### config.mk
export PLATFORM = sky130hd
export DESIGN_NAME = restoring_div
export DESIGN_NICKNAME = d
export VERILOG_FILES = /design/src/rtl/div_pkg.sv /design/src/rtl/sub_cla.sv /design/src/rtl/restoring_div.sv
export SDC_FILE = /design/constraint.sdc
export NUM_CORES = 1
export LEC_CHECK = 0
export CAP_MARGIN = 15
export CORE_MARGIN = 2
export CORE_UTILIZATION = 30
export CTS_CLUSTER_SIZE = 14
export DETAILED_ROUTE_END_ITERATION = 8
export PLACE_DENSITY = 0.58
export SETUP_SLACK_MARGIN = 0.5
export SYNTH_ARGS = -nofsm -noshare
export SYNTH_HDL_FRONTEND = slang
export SYNTH_SLANG_ARGS = --single-unit
### constraint.sdc
create_clock -name CLK -period 4.5 [get_ports CLK]
set_clock_uncertainty 0.15 [all_clocks]
set_input_delay 1.35 -clock CLK [delete_from_list [all_inputs] [get_ports CLK]]
set_output_delay 1.35 -clock CLK [all_outputs]
set_load 0.02 [all_outputs]
### src/rtl/div_pkg.sv
`default_nettype none
// ============================================================================
// Module      : div_pkg
// Description : Shared definitions for the restoring divider: default
//               operand width, the divider FSM state encoding and the
//               iteration counter width.
// Revision    : 1.0 - initial release
// ============================================================================
package div_pkg;

    localparam int DIV_WIDTH = 4;

    // Counter width needed to count WIDTH iterations. Never below 1 bit,
    // so that a 1- or 2-bit divider still gets a usable counter.
    function automatic int cnt_width(input int w);
        return (w <= 2) ? 1 : $clog2(w);
    endfunction

    localparam int CNT_W = cnt_width(DIV_WIDTH);

    typedef enum logic [1:0] {
        ST_IDLE = 2'b00,
        ST_CALC = 2'b01,
        ST_DONE = 2'b10
    } state_t;

endpackage
`default_nettype wire

### src/rtl/sub_cla.sv
`default_nettype none
// ============================================================================
// Module      : sub_cla
// Description : N-bit carry-lookahead subtractor, D = X - Y. Built as a
//               lookahead adder on X + ~Y with the carry-in tied to 1.
// Ports       : X  in  N  minuend
//               Y  in  N  subtrahend
//               D  out N  difference (modulo 2^N)
//               C  out 1  carry-out, 1 = no borrow (X >= Y)
// Revision    : 1.0 - initial release
// ============================================================================
module sub_cla #(
    parameter int N = 5
) (
    input  logic [N-1:0] X,
    input  logic [N-1:0] Y,
    output logic [N-1:0] D,
    output logic         C
);

    logic [N-1:0] w_p;
    logic [N-1:0] w_g;
    logic [N:0]   w_c;

    assign w_p = X ^ ~Y;
    assign w_g = X & ~Y;

    // Each carry is the flattened lookahead sum
    //   c[i+1] = g[i] | p[i]g[i-1] | ... | p[i]..p[0]c0
    // with c0 = 1, rather than a rippled chain.
    always_comb begin : comb_carry
        logic w_ci;
        logic w_run;
        w_c      = '0;
        w_ci     = 1'b0;
        w_run    = 1'b0;
        w_c[0]   = 1'b1;
        for (int i = 0; i < N; i++) begin
            w_ci  = w_g[i];
            w_run = w_p[i];
            for (int j = i - 1; j >= 0; j--) begin
                w_ci  = w_ci | (w_run & w_g[j]);
                w_run = w_run & w_p[j];
            end
            w_c[i+1] = w_ci | w_run;
        end
    end

    assign D = w_p ^ w_c[N-1:0];
    assign C = w_c[N];

endmodule
`default_nettype wire

### src/rtl/restoring_div.sv
`default_nettype none
// ============================================================================
// Module      : restoring_div
// Description : Multi-cycle unsigned restoring divider, one quotient bit per
//               clock, START/DONE handshake. Division by zero completes after
//               one cycle with Q = all ones, R = A and DZ = 1.
// Ports       : CLK    in  1      rising-edge clock
//               RST_N  in  1      asynchronous active-low reset
//               START  in  1      request, honoured in IDLE or DONE only
//               A, B   in  WIDTH  dividend / divisor, captured on accept
//               BUSY   out 1      high while iterating
//               DONE   out 1      one-cycle completion pulse
//               Q, R   out WIDTH  held quotient / remainder
//               DZ     out 1      divide-by-zero flag for the held result
// Revision    : 1.0 - initial release
// ============================================================================
module restoring_div
    import div_pkg::*;
#(
    parameter int WIDTH = DIV_WIDTH
) (
    input  logic             CLK,
    input  logic             RST_N,
    input  logic             START,
    input  logic [WIDTH-1:0] A,
    input  logic [WIDTH-1:0] B,
    output logic             BUSY,
    output logic             DONE,
    output logic [WIDTH-1:0] Q,
    output logic [WIDTH-1:0] R,
    output logic             DZ
);

    localparam int c_cnt_w = cnt_width(WIDTH);
    localparam logic [c_cnt_w-1:0] c_last = c_cnt_w'(WIDTH - 1);

    state_t             r_state;
    logic [WIDTH-1:0]   r_div;
    logic [WIDTH-1:0]   r_quo;
    logic [WIDTH:0]     r_rem;
    logic [c_cnt_w-1:0] r_cnt;
    logic               r_dz_pend;   // zero divisor accepted, result due next edge
    logic               r_busy;
    logic               r_done;
    logic [WIDTH-1:0]   r_q;
    logic [WIDTH-1:0]   r_r;
    logic               r_dz;

    logic [WIDTH:0]     w_shift;
    logic [WIDTH:0]     w_diff;
    logic               w_carry;
    logic [WIDTH:0]     w_rem_nxt;
    logic [WIDTH-1:0]   w_quo_nxt;
    logic               w_unused_guard;

    // Bring down the next dividend bit into the partial remainder.
    assign w_shift = {r_rem[WIDTH-1:0], r_quo[WIDTH-1]};

    sub_cla #(
        .N (WIDTH + 1)
    ) u_sub_cla (
        .X (w_shift),
        .Y ({1'b0, r_div}),
        .D (w_diff),
        .C (w_carry)
    );

    // Keep the difference only when it did not borrow; otherwise restore.
    assign w_rem_nxt = w_carry ? w_diff : w_shift;
    assign w_quo_nxt = {r_quo[WIDTH-2:0], w_carry};

    // The guard bit of a kept remainder is always zero (rem < div), so it
    // never reaches R; it only widens the trial subtraction.
    assign w_unused_guard = r_rem[WIDTH];

    always_ff @(posedge CLK or negedge RST_N) begin
        if (!RST_N) begin
            r_state   <= ST_IDLE;
            r_div     <= '0;
            r_quo     <= '0;
            r_rem     <= '0;
            r_cnt     <= '0;
            r_dz_pend <= 1'b0;
            r_busy    <= 1'b0;
            r_done    <= 1'b0;
            r_q       <= '0;
            r_r       <= '0;
            r_dz      <= 1'b0;
        end else begin
            r_done <= 1'b0;
            case (r_state)
                ST_IDLE, ST_DONE: begin
                    if ((r_state == ST_DONE) && r_dz_pend) begin
                        // Second cycle of the divide-by-zero path: publish.
                        r_q       <= '1;
                        r_r       <= r_quo;
                        r_dz      <= 1'b1;
                        r_done    <= 1'b1;
                        r_dz_pend <= 1'b0;
                    end else if (START) begin
                        r_div <= B;
                        r_quo <= A;
                        r_rem <= '0;
                        r_cnt <= '0;
                        if (B != '0) begin
                            r_state <= ST_CALC;
                            r_busy  <= 1'b1;
                        end else begin
                            r_state   <= ST_DONE;
                            r_dz_pend <= 1'b1;
                        end
                    end else begin
                        r_state <= ST_IDLE;
                    end
                end
                ST_CALC: begin
                    r_rem <= w_rem_nxt;
                    r_quo <= w_quo_nxt;
                    r_cnt <= r_cnt + 1'b1;
                    if (r_cnt == c_last) begin
                        r_q     <= w_quo_nxt;
                        r_r     <= w_rem_nxt[WIDTH-1:0];
                        r_dz    <= 1'b0;
                        r_done  <= 1'b1;
                        r_busy  <= 1'b0;
                        r_state <= ST_DONE;
                    end
                end
                default: begin
                    r_state <= ST_IDLE;
                    r_busy  <= 1'b0;
                end
            endcase
        end
    end

    assign BUSY = r_busy;
    assign DONE = r_done;
    assign Q    = r_q;
    assign R    = r_r;
    assign DZ   = r_dz;

endmodule
`default_nettype wire

==> reports/metrics.cfg <==
[clock_tree]
cts_setup_buffers=0
cts_tree=built
insertion_delay_ps=280
clk_pin_slew_worst_paths_ps=100
cts_resized=0
cts_hold_buf=0
cts-root-buf=clkbuf_8
cts_inserted_buffers=3
htree_levels=1
clkSinkCount=28
cts_max_path_buffers=2

[sta]
period_share_pct=61.6
hold_viol_final=0
totalNegativeSetupSlack_ps=0
drv_slew=0
worst_pin_slew_ps=815
fmax_ghz=0.361
period_needed_ps=2770
finalWorstSetupSlack_ps=1730
rsz0062_at_grt=no
setup_viol=0
whs_ps=364
slew_headroom_pct=45.3

[job]
drv_cap=0

[logic_synthesis]
synth_flop_cell=dfrtp_1
synth_common_cells=dfrtp_1 (28), nand2_1 (23), nor2_1 (17)
syn_nets=163
syn_area_per_cell_um2=9.76
syn_area_um2=1430
synth_top_area_share_pct=49.2
yosysTopAreaCell=dfrtp_1
ys_seq_elements=28
yosysMostFrequentCell=dfrtp_1
synth_edf_count=0
synthDistinctLibCells=38
synth_area_leaders=dfrtp_1 (49%), nand2_1 (6.1%), ha_1 (5.3%), nor2_1 (4.5%), mux2i_1 (3.5%)
yosys_warnings=0
async_reset_ff_share_pct=100
syn_inst=146
ys_seq_area_share_pct=49.2

[final_layout]
area_growth_pct=22.1
drive_gt1_share_pct=9.04
antenna_cells=0
nFillCells=463
final-seq-area_um2=701
multi_input_area_um2=653
nets=184

[setup_path]
cp.arrival_ps=1270
startpoint_type=flip-flop
crit_buf_inv=1
critical_path_class=flip-flop to primary output
endpoint_kind=primary output
cpPeakStageDelay_ps=610
cp.required_ps=3000
cp_top_family=buffers and inverters
cp_max_fo=3
crit_path_top_delay_cell=clkdlybuf4s50_1
crit_chain=clkdlybuf4s50_1

[power]
internal_power_uw=812
power_uw=1380
ir_drop_uv=348
swShare_pct=41.4
p_seq_share_pct=33.9
power_density_nw_per_um2=796
switching_power_uw=573
pwr-share-comb_pct=51.8
clockPowerShare_pct=14.3
p_leak_uw=0.000781

[run_status]
status=finished clean

[route]
drtIter0Drc=48
post_drt_via_cell_ratio=4.91
drc=0
routed-via-count=1081
ant_nets=0
wirelength_um=2890
wl_per_cell_um=13.1
first_pass_iters=4

[floorplan]
rows=25
initial_core_util_pct=30.6
fp.dieH_um=72.9
die_w_um=72.9
core_region_area_um2=4660
die_area_um2=5320
ioPinCount=22

[global_routing]
antenna_found_initial=0
grt_max_degree=29
grt_first_pass_wirelength_um=5180
gr-total-overflow=0
grt_usage_pct=12.7
grt_pass1_vias=1097

[placed_design]
port_buffers=21
detailedPlace.worstSlack_ps=1460
hpwlAfterDp_um=2210
gp_congestion=0.805

[min_path]
hp-class=flip-flop to flip-flop

-- cell families after synthesis --
group                    count (synthesis)  share of synthesized area [%]
AO/OA/AOI/OAI                           39                           17.9
buffers and inverters                   14                           5.00
flip-flops                              28                           49.2
adder cells (fa/ha/maj)                  6                           5.27
AND/OR/NAND/NOR                         49                           15.4
multiplexers                             9                           6.67
XOR/XNOR                                 1                          0.615
-- layer usage --
metal | track usage [%] | routed length, um | share of wire (%)
met5 | 0 | 0 | 0
met3 | 3.59 | 135 | 4.7
met2 | 20.8 | 1350 | 47
met4 | 2.47 | 17 | 0.59
met1 | 16.8 | 1390 | 48
-- cell usage in the layout (no fill, tap or decap), types with 2 or more instances in the layout --
master           count
inv_1                8
mux2i_1              5
dfrtp_1             28
o21ai_0              9
a21o_1               2
o21ai_1              3
a31oi_1              3
mux2_2               4
a21oi_1              7
clkbuf_8             3
nand2_1             23
clkdlybuf4s50_1     21
o22ai_1              3
nor2_1              17
ha_1                 6
-- path summary, 6_finish.rpt --
kind / endpoint / start / slack (ps) / cells past startpoint
setup / recovery: R[1] / R[1] / 1730 / 1
hold / removal: r_cnt[0] / r_cnt[0] / 360 / 1
setup reg to reg: R[0] / r_quo[3] / 2480 / 5
hold reg to reg: r_cnt[0] / r_cnt[0] / 360 / 1
max in group asynchronous: r_rem[0] / RST_N / 2630 / 2
min in group asynchronous: Q[0] / RST_N / 1290 / 2
-- registers in the layout, indices dropped and copies added (netlist names) --
name	cells
Q	4
R	4
r_div	4
r_quo	4
r_rem	4
r_cnt	2
r_state	2
BUSY	1
DONE	1
DZ	1
r_dz_pend	1
-- worst reg2reg max path, cell delays in order (launching register included) --
cell and delay, ps:
dfrtp_1 450, ha_1 330, o21a_1 220, o21ai_1 270
mux2i_1 350, a31oi_1 130
-- metrics by stage --
stage,area (um2),util [%],cells
final,1740,37.3,220
after global routing,1740,37.3,220
after CTS,1740,37.3,220
after detailed placement,1670,35.8,216
after global placement,1670,35.8,216
after floorplan,1430,-,146
-- power groups by stage --
stage,sequential [uW],clock [uW],combinational (uW)
3_3_place_gp,469,0,696
3_5_place_dp,475,0,725
2_1_floorplan,494,0,503
6_report,470,198,717
4_1_cts,471,203,726
5_1_grt,490,217,816
-- final cells by class --
cell class                      instances  area share, %
Sequential cell                        28           40.3
Timing Repair Buffer                   22           12.5
Inverter                                8           1.73
Tap cell                               54           3.88
Multi-Input combinational cell        104           37.5
Clock inverter                          1           1.73
Clock buffer                            3           2.37
Power figures use the tool's default switching activity.
